<file path="src/rtl/triangle_classifier_if.sv">
// Stream interface for triangle_classifier: side triples in, classification results and statistics out.
interface triangle_classifier_if #(
  parameter int WIDTH = 8,
  parameter int CNT_W = 16
);
  logic             CLR;
  logic             IN_VALID;
  logic             IN_READY;
  logic [WIDTH-1:0] A;
  logic [WIDTH-1:0] B;
  logic [WIDTH-1:0] C;
  logic             OUT_VALID;
  logic             OUT_READY;
  logic             OUT;
  logic [1:0]       SHAPE;
  logic             RIGHT;
  logic [CNT_W-1:0] TRI_CNT;
  logic [CNT_W-1:0] BAD_CNT;

  modport master (
    output CLR, IN_VALID, A, B, C, OUT_READY,
    input  IN_READY, OUT_VALID, OUT, SHAPE, RIGHT, TRI_CNT, BAD_CNT
  );

  modport slave (
    input  CLR, IN_VALID, A, B, C, OUT_READY,
    output IN_READY, OUT_VALID, OUT, SHAPE, RIGHT, TRI_CNT, BAD_CNT
  );
endinterface

</file>
<file path="src/rtl/triangle_classifier.sv">
// Three-stage triangle classifier: sort sides, form sums/squares/equalities, decide class.
// One global advance enable stalls the whole pipe when the result sink is not ready.
module triangle_classifier #(
  parameter int WIDTH = 8,
  parameter int CNT_W = 16
) (
  input logic                  CLK,
  input logic                  RST,
  triangle_classifier_if.slave bus
);
  localparam int SQ_W = 2 * WIDTH;

  logic             w_en;
  logic [WIDTH-1:0] w_lo_ab;
  logic [WIDTH-1:0] w_hi_ab;
  logic [WIDTH-1:0] w_s0;
  logic [WIDTH-1:0] w_s1;
  logic [WIDTH-1:0] w_s2;
  logic             w_is_tri;
  logic             w_is_right;
  logic [1:0]       w_shape;

  logic             r_vld_p0;
  logic             r_vld_p1;
  logic             r_vld_p2;
  logic [WIDTH-1:0] r_s0_p0;
  logic [WIDTH-1:0] r_s1_p0;
  logic [WIDTH-1:0] r_s2_p0;
  logic [WIDTH:0]   r_sum_p1;
  logic [SQ_W:0]    r_sq01_p1;
  logic [SQ_W-1:0]  r_sq2_p1;
  logic [WIDTH-1:0] r_s2_p1;
  logic             r_e01_p1;
  logic             r_e12_p1;
  logic             r_z_p1;
  logic             r_out_p2;
  logic [1:0]       r_shape_p2;
  logic             r_right_p2;
  logic [CNT_W-1:0] r_tri_cnt;
  logic [CNT_W-1:0] r_bad_cnt;

  function automatic logic [CNT_W-1:0] sat_inc(input logic [CNT_W-1:0] v);
    return (&v) ? v : v + CNT_W'(1);
  endfunction

  function automatic logic [SQ_W-1:0] square(input logic [WIDTH-1:0] v);
    return SQ_W'(v) * SQ_W'(v);
  endfunction

  assign w_en = !r_vld_p2 || bus.OUT_READY;

  // Input -> p0: sort the three sides ascending
  always_comb begin
    w_lo_ab = (bus.A < bus.B) ? bus.A : bus.B;
    w_hi_ab = (bus.A < bus.B) ? bus.B : bus.A;
    w_s0    = (bus.C < w_lo_ab) ? bus.C : w_lo_ab;
    w_s2    = (bus.C > w_hi_ab) ? bus.C : w_hi_ab;
    if (bus.C < w_lo_ab) begin
      w_s1 = w_lo_ab;
    end else if (bus.C > w_hi_ab) begin
      w_s1 = w_hi_ab;
    end else begin
      w_s1 = bus.C;
    end
  end

  always_ff @(posedge CLK) begin
    if (w_en) begin
      r_s0_p0   <= w_s0;
      r_s1_p0   <= w_s1;
      r_s2_p0   <= w_s2;
      // p0 -> p1: widened sums and squares, equality and zero flags
      r_sum_p1  <= (WIDTH+1)'(r_s0_p0) + (WIDTH+1)'(r_s1_p0);
      r_sq01_p1 <= (SQ_W+1)'(square(r_s0_p0)) + (SQ_W+1)'(square(r_s1_p0));
      r_sq2_p1  <= square(r_s2_p0);
      r_s2_p1   <= r_s2_p0;
      r_e01_p1  <= (r_s0_p0 == r_s1_p0);
      r_e12_p1  <= (r_s1_p0 == r_s2_p0);
      r_z_p1    <= (r_s0_p0 == '0);
    end
  end

  // p1 -> p2: strict triangle test and shape decision
  assign w_is_tri   = !r_z_p1 && (r_sum_p1 > {1'b0, r_s2_p1});
  assign w_is_right = w_is_tri && (r_sq01_p1 == {1'b0, r_sq2_p1});

  always_comb begin
    w_shape = 2'd0;
    if (w_is_tri) begin
      if (r_e01_p1 && r_e12_p1) begin
        w_shape = 2'd1;
      end else if (r_e01_p1 || r_e12_p1) begin
        w_shape = 2'd2;
      end else begin
        w_shape = 2'd3;
      end
    end
  end

  // Bubbles load zeros so the result fields read 0 whenever OUT_VALID is low
  always_ff @(posedge CLK) begin
    if (RST) begin
      r_vld_p0   <= 1'b0;
      r_vld_p1   <= 1'b0;
      r_vld_p2   <= 1'b0;
      r_out_p2   <= 1'b0;
      r_shape_p2 <= 2'd0;
      r_right_p2 <= 1'b0;
    end else if (w_en) begin
      r_vld_p0   <= bus.IN_VALID;
      r_vld_p1   <= r_vld_p0;
      r_vld_p2   <= r_vld_p1;
      r_out_p2   <= r_vld_p1 && w_is_tri;
      r_shape_p2 <= r_vld_p1 ? w_shape : 2'd0;
      r_right_p2 <= r_vld_p1 && w_is_right;
    end
  end

  // Statistics: clear wins over a coincident delivery
  always_ff @(posedge CLK) begin
    if (RST || bus.CLR) begin
      r_tri_cnt <= '0;
      r_bad_cnt <= '0;
    end else if (r_vld_p2 && bus.OUT_READY) begin
      if (r_out_p2) begin
        r_tri_cnt <= sat_inc(r_tri_cnt);
      end else begin
        r_bad_cnt <= sat_inc(r_bad_cnt);
      end
    end
  end

  assign bus.IN_READY  = w_en;
  assign bus.OUT_VALID = r_vld_p2;
  assign bus.OUT       = r_out_p2;
  assign bus.SHAPE     = r_shape_p2;
  assign bus.RIGHT     = r_right_p2;
  assign bus.TRI_CNT   = r_tri_cnt;
  assign bus.BAD_CNT   = r_bad_cnt;
endmodule
</file>
<file path="src/flat_wrapper.sv">
// flat-port wrapper written by rule: the top's interface ports become plain ports
module triangle_classifier_flat 
#(
  parameter int WIDTH = 8,
  parameter int CNT_W = 16
)
  (CLK, RST, bus_CLR, bus_IN_VALID, bus_A, bus_B, bus_C, bus_OUT_READY, bus_IN_READY, bus_OUT_VALID, bus_OUT, bus_SHAPE, bus_RIGHT, bus_TRI_CNT, bus_BAD_CNT);
  triangle_classifier_if #(.WIDTH(WIDTH), .CNT_W(CNT_W)) bus_i ();
  input logic CLK;
  input logic RST;
  input wire logic [$bits(bus_i.CLR)-1:0] bus_CLR;
  input wire logic [$bits(bus_i.IN_VALID)-1:0] bus_IN_VALID;
  input wire logic [$bits(bus_i.A)-1:0] bus_A;
  input wire logic [$bits(bus_i.B)-1:0] bus_B;
  input wire logic [$bits(bus_i.C)-1:0] bus_C;
  input wire logic [$bits(bus_i.OUT_READY)-1:0] bus_OUT_READY;
  output wire logic [$bits(bus_i.IN_READY)-1:0] bus_IN_READY;
  output wire logic [$bits(bus_i.OUT_VALID)-1:0] bus_OUT_VALID;
  output wire logic [$bits(bus_i.OUT)-1:0] bus_OUT;
  output wire logic [$bits(bus_i.SHAPE)-1:0] bus_SHAPE;
  output wire logic [$bits(bus_i.RIGHT)-1:0] bus_RIGHT;
  output wire logic [$bits(bus_i.TRI_CNT)-1:0] bus_TRI_CNT;
  output wire logic [$bits(bus_i.BAD_CNT)-1:0] bus_BAD_CNT;
  assign bus_i.CLR = bus_CLR;
  assign bus_i.IN_VALID = bus_IN_VALID;
  assign bus_i.A = bus_A;
  assign bus_i.B = bus_B;
  assign bus_i.C = bus_C;
  assign bus_i.OUT_READY = bus_OUT_READY;
  assign bus_IN_READY = bus_i.IN_READY;
  assign bus_OUT_VALID = bus_i.OUT_VALID;
  assign bus_OUT = bus_i.OUT;
  assign bus_SHAPE = bus_i.SHAPE;
  assign bus_RIGHT = bus_i.RIGHT;
  assign bus_TRI_CNT = bus_i.TRI_CNT;
  assign bus_BAD_CNT = bus_i.BAD_CNT;
  triangle_classifier #(.WIDTH(WIDTH), .CNT_W(CNT_W)) u_core (.CLK(CLK), .RST(RST), .bus(bus_i));
endmodule
</file>
<file path="config.mk">
export PLATFORM = sky130hd
export DESIGN_NAME = triangle_classifier_flat
export DESIGN_NICKNAME = d
export VERILOG_FILES = /design/src/rtl/triangle_classifier_if.sv /design/src/rtl/triangle_classifier.sv /design/src/flat_wrapper.sv
export SDC_FILE = /design/constraint.sdc
export NUM_CORES = 1
export LEC_CHECK = 0
export CORE_UTILIZATION = 45
export DETAILED_ROUTE_END_ITERATION = 16
export GPL_TIMING_DRIVEN = 1
export PLACE_DENSITY_LB_ADDON = 0.05
export SKIP_CTS_REPAIR_TIMING = 1
export SYNTH_ARGS = -nofsm -noshare
export SYNTH_HDL_FRONTEND = slang
export SYNTH_SLANG_ARGS = --single-unit
</file>
<file path="constraint.sdc">
create_clock -name CLK -period 6.5 [get_ports CLK]
set_clock_uncertainty 0.15 [all_clocks]
set_input_delay 1.3 -clock CLK [delete_from_list [all_inputs] [get_ports CLK]]
set_output_delay 1.3 -clock CLK [all_outputs]
set_load 0.05 [all_outputs]
</file>
* Yosys cells after proc, flatten, opt, wreduce, memory -nomap -nowiden
Index checks and enable logic that the tools add are counted.
Storage, ports and cells: output and inout port bits 38, input bits 29, logic and storage cells 61, flip-flop bits (word level) 116
Cells by class: multiply operators 3, order comparisons 4, reduce and logical (&&, ||, !) cells 16, multiplexer cells 10, bitwise operators 3, $add $sub $neg 4, equal/unequal tests 3
Operator list (count):
- 8-bit by 8-bit multiplier with 16-bit output | 3
- 8-bit two-way mux | 6
- 16-bit by 1-bit adder with 16-bit output, second input constant | 2
- 16-bit AND reduction | 2
- 16-bit by 16-bit adder with 17-bit output | 1
- 17-bit by 16-bit == test with 1-bit output | 1
- 8-bit == test | 2
- 8-bit less-than comparator | 2
- 8-bit by 8-bit adder with 9-bit output | 1
- 9-bit by 8-bit > comparator with 1-bit output | 1
- 8-bit > comparator | 1
- 8-bit zero test | 1
- 1-bit logical AND | 6
- 2-bit two-way mux | 3
- 3-bit AND reduction | 2
- 1-bit logical OR | 3
- 1-bit NOT | 3
- 1-bit zero test | 2
- 1-bit two-way mux | 1

* Depth between registers and ports, before layout
depth after elaboration 5, depth in mapped cells 22, gate-level depth less buffers 21

* Worst setup path after synthesis
Ideal clock, no wire load.
path kind reg-to-reg, start point register u_core.r_s1_p0[6], end point register u_core.r_sq01_p1[15], data pin, setup slack 728 ps, period minus slack after synthesis 5772 ps, library setup time 266 ps, arrival time 5356 ps, buffers on the path 1, data required time 6084 ps, stages on the path, launching flop included 21, cell sequence edfxtp_1 > clkbuf_1 > and2_1 > fa_1 > inv_1 > fa_1 > inv_1 > fa_1 > fa_1 > fa_1 > inv_1 > fa_1 > inv_1 > ha_1 > nand2_1 > o21ai_0 > o41a_1 > nand3_1 > a21boi_0 > o41ai_1 > xnor2_1
Between the ends: cells in the longest elaborated chain, start to end 2
Ends and longest elaborated chain:
- from (decl) | line triangle_classifier.sv:27 | logic [WIDTH-1:0] r_s1_p0;
- from (signal assigned) | line triangle_classifier.sv:70 | r_s1_p0 <= w_s1;
- 8-bit by 8-bit multiplier with 16-bit output | line triangle_classifier.sv:47 | return SQ_W'(v) * SQ_W'(v);
- 16-bit by 16-bit adder with 17-bit output | line triangle_classifier.sv:74 | r_sq01_p1 <= (SQ_W+1)'(square(r_s0_p0)) + (SQ_W+1)'(square(r_s1_p0));
- to (signal assigned) | line triangle_classifier.sv:74
- to (decl) | line triangle_classifier.sv:30 | logic [SQ_W:0] r_sq01_p1;
No other way between the ends. A chain may end at the register's enable or synchronous reset.

* Worst setup path after layout
start point register u_core.r_s0_p0[1], end point register u_core.r_sq01_p1[15], data pin
Between the ends: cells in the longest elaborated chain, start to end 2
Ends and longest elaborated chain:
- from (decl) | line triangle_classifier.sv:26 | logic [WIDTH-1:0] r_s0_p0;
- from (signal assigned) | line triangle_classifier.sv:69 | r_s0_p0 <= w_s0;
- 8-bit by 8-bit multiplier with 16-bit output | line triangle_classifier.sv:47
- 16-bit by 16-bit adder with 17-bit output | line triangle_classifier.sv:74
No other way between the ends.

==> metrics.yaml <==
status:
  status: "finished clean"
cells_and_area:
  drive_above_1_share_pct: 4.61
  nets: 1459
  syn_to_final_growth_pct: 14.9
  final_cells: 1533
  final_common_cell: "inv_1"
  antenna_cells: 0
  layout_common_cells: "inv_1, ha_1, nor2_1, fa_1, edfxtp_1"
  post-route-util_pct: 52.9
timing:
  worst_hold_slack_ns: 0.315
  finalSetupViolCount: 0
  timing.final.max_slew_violations: 0
  finalSetupTns_ns: 0
  fmax_mhz: 165
  period_share_pct: 93.0
  fin_crit_ns: 6.05
  max_slew.worst_pin.slew_ns: 0.965
  rsz0062_at_grt: "no"
  max_slew_margin_pct: 34.7
  hold_viol: 0
drt:
  ant_nets: 0
  drt-initial-drc-count: 351
  drt_first_pass_iters: 5
  wire_per_inst_um: 15.9
  via_per_inst: 5.07
  num_vias: 7774
  drc: 0
  drt-total-wl_mm: 24.3
worst_setup_path:
  path_class: "flop to flop"
  reg2reg_depth: 21
  path_max_fanout: 11
  cp-start-kind: "flop"
  worst_setup_path_end_kind: "flop"
  reg2reg_to: "u_core.r_sq01_p1[15]$_DFFE_PP_"
  crit_arrival_ns: 6.07
  startpoint: "u_core.r_s0_p0[1]$_DFFE_PP_"
  crit_path_end: "u_core.r_sq01_p1[15]$_DFFE_PP_"
  reg2reg_slack_ns: 0.45
  required_ns: 6.52
  r2r_start: "u_core.r_s0_p0[1]$_DFFE_PP_"
synthesis:
  yosys-top-cells-area: "edfxtp_1, fa_1, ha_1"
  yosys.area.top_type: "edfxtp_1"
  synth_top_area_share_pct: 20.4
  yosysWarnings: 0
  ys.flop_type: "edfxtp_1"
  ys_ff_latch: 113
  synth_fp_nets: 1390
  syn_area_um2: 10900
  yosysSeqAreaShare_pct: 27.6
  synth_edf_count: 74
  synth_cell_types: 55
  syn_avg_cell_area_um2: 9.61
  postSynthCellCount: 1132
  async_flop_share_pct: 0
worst_hold_path:
  hold_class: "flop to flop"
  hp-start: "u_core.r_vld_p0$_SDFFE_PP0P_"
clock_network:
  cts_root_buf: "clkbuf_16"
  insertion_delay_ns: 0.43
  cts_tree: "built"
  h-tree-depth: 4
  clock_sinks: 113
  clock_path_buffers: 2
  cts_made_buffers: 17
  cts.clk_slew.worst_paths_ns: 0.06
placement:
  place_hpwl_mm: 19.4
  placedCellCount: 1501
  port_buffers: 66
  gp_congestion: 0.841
global_routing:
  grt_usage_pct: 21.3
  antenna_found_initial: 0
  grt_max_degree: 55
  grt-ovfl-total: 0
  grt_pass1_wl_mm: 40.1
  grt_pass1_vias: 7769
floorplanning:
  rows: 56
  start_util_pct: 46.1
  core_um2: 23600
  die-area_um2: 24800
  die_x_um: 157
  die_height_um: 157
  io_pins: 67
job:
  cap_violations: 0
## final cells by class
type / count / area (um2)
Multi-Input combinational cell: 807 / 7070
Clock buffer: 19 / 475
Timing Repair Buffer: 77 / 743
Tap cell: 319 / 399
Fill cell: 2201 / 11100
Sequential cell: 113 / 3000
Inverter: 185 / 696
Clock inverter: 13 / 109
## worst max-delay path, stage by stage (launching register included)
cell and delay [ns]:
edfxtp_1 0.55, inv_1 0.14, nor2_1 0.27, ha_1 0.30, xnor2_1 0.23, ha_1 0.19
inv_1 0.05, fa_1 0.48, inv_1 0.05, fa_1 0.48, inv_1 0.06, fa_1 0.51
fa_1 0.55, inv_1 0.05, ha_1 0.34, a21oi_1 0.16, o21ai_0 0.18, o41a_1 0.37
nand3_1 0.10, a21boi_0 0.13, o41ai_1 0.35, xnor2_1 0.11
## routing by layer
metal  up-vias  track usage, %  routed length, um
li1       3876               -                  -
met4         0            5.18                332
met2       121            36.3              11600
met3        19            3.22                709
met1      3758            28.2              11700
met5         -               0                  0
## sequential cells by signal (all words and copies together) (netlist names), 2 cells and up
signal,flops
u_core.r_s2_p0,8
u_core.r_s1_p0,8
u_core.r_s0_p0,8
u_core.r_sq2_p1,14
u_core.r_sq01_p1,17
u_core.r_s2_p1,8
u_core.bus.SHAPE,2
u_core.bus.BAD_CNT,16
u_core.r_sum_p1,8
u_core.bus.TRI_CNT,16
## how the worst min path moves through the flow
stage | endpoint | cells past startpoint
2_1_floorplan | u_core.r_s2_p1[0]$_DFFE_PP_ | 0
3_3_place_gp | u_core.r_vld_p0$_SDFFE_PP0P_ | 2
3_5_place_dp | u_core.r_vld_p1$_SDFFE_PP0P_ | 2
4_1_cts | u_core.r_vld_p0$_SDFFE_PP0P_ | 2
5_1_grt | u_core.r_vld_p1$_SDFFE_PP0P_ | 2
6_report | u_core.r_vld_p0$_SDFFE_PP0P_ | 2
## kinds of logic after synthesis
kind of cell | share of synthesized area [%]
AND/OR/NAND/NOR | 15.1
adder cells (fa/ha/maj) | 33.4
buffers and inverters | 7.40
AO/OA/AOI/OAI | 8.16
flip-flops | 27.6
XOR/XNOR | 7.17
multiplexers | 1.23
## through the flow
step           instance area, um2  worst slack [ns]
5_1_grt                     12500            0.0532
4_1_cts                     12500             0.449
2_1_floorplan               10900             0.728
6_report                    12500             0.452
3_3_place_gp                11900             0.566
3_5_place_dp                11900             0.476
## Yosys cell counts, drive strengths merged (4+ instances only)
| library cell | instances |
|---|---|
| nand3 | 12 |
| xor2 | 28 |
| and4 | 5 |
| a21o | 15 |
| and3 | 9 |
| nand2 | 69 |
| a31oi | 4 |
| dfxtp | 39 |
| o21a | 8 |
| inv | 185 |
| a21oi | 57 |
| clkbuf | 24 |
| nand2b | 5 |
| ha | 127 |
| nor3 | 21 |
| fa | 102 |
| o31ai | 4 |
| or3 | 4 |
| mux2i | 10 |
| o22ai | 8 |
| o21ai | 26 |
| nor2 | 110 |
| nand4 | 20 |
| or4 | 6 |
| xnor2 | 61 |
| edfxtp | 74 |
| nor2b | 13 |
| and2 | 47 |
Power is left out: the tool's default activity adds up to more than one toggle a clock period on the data nets, which glitch-free logic cannot reach.
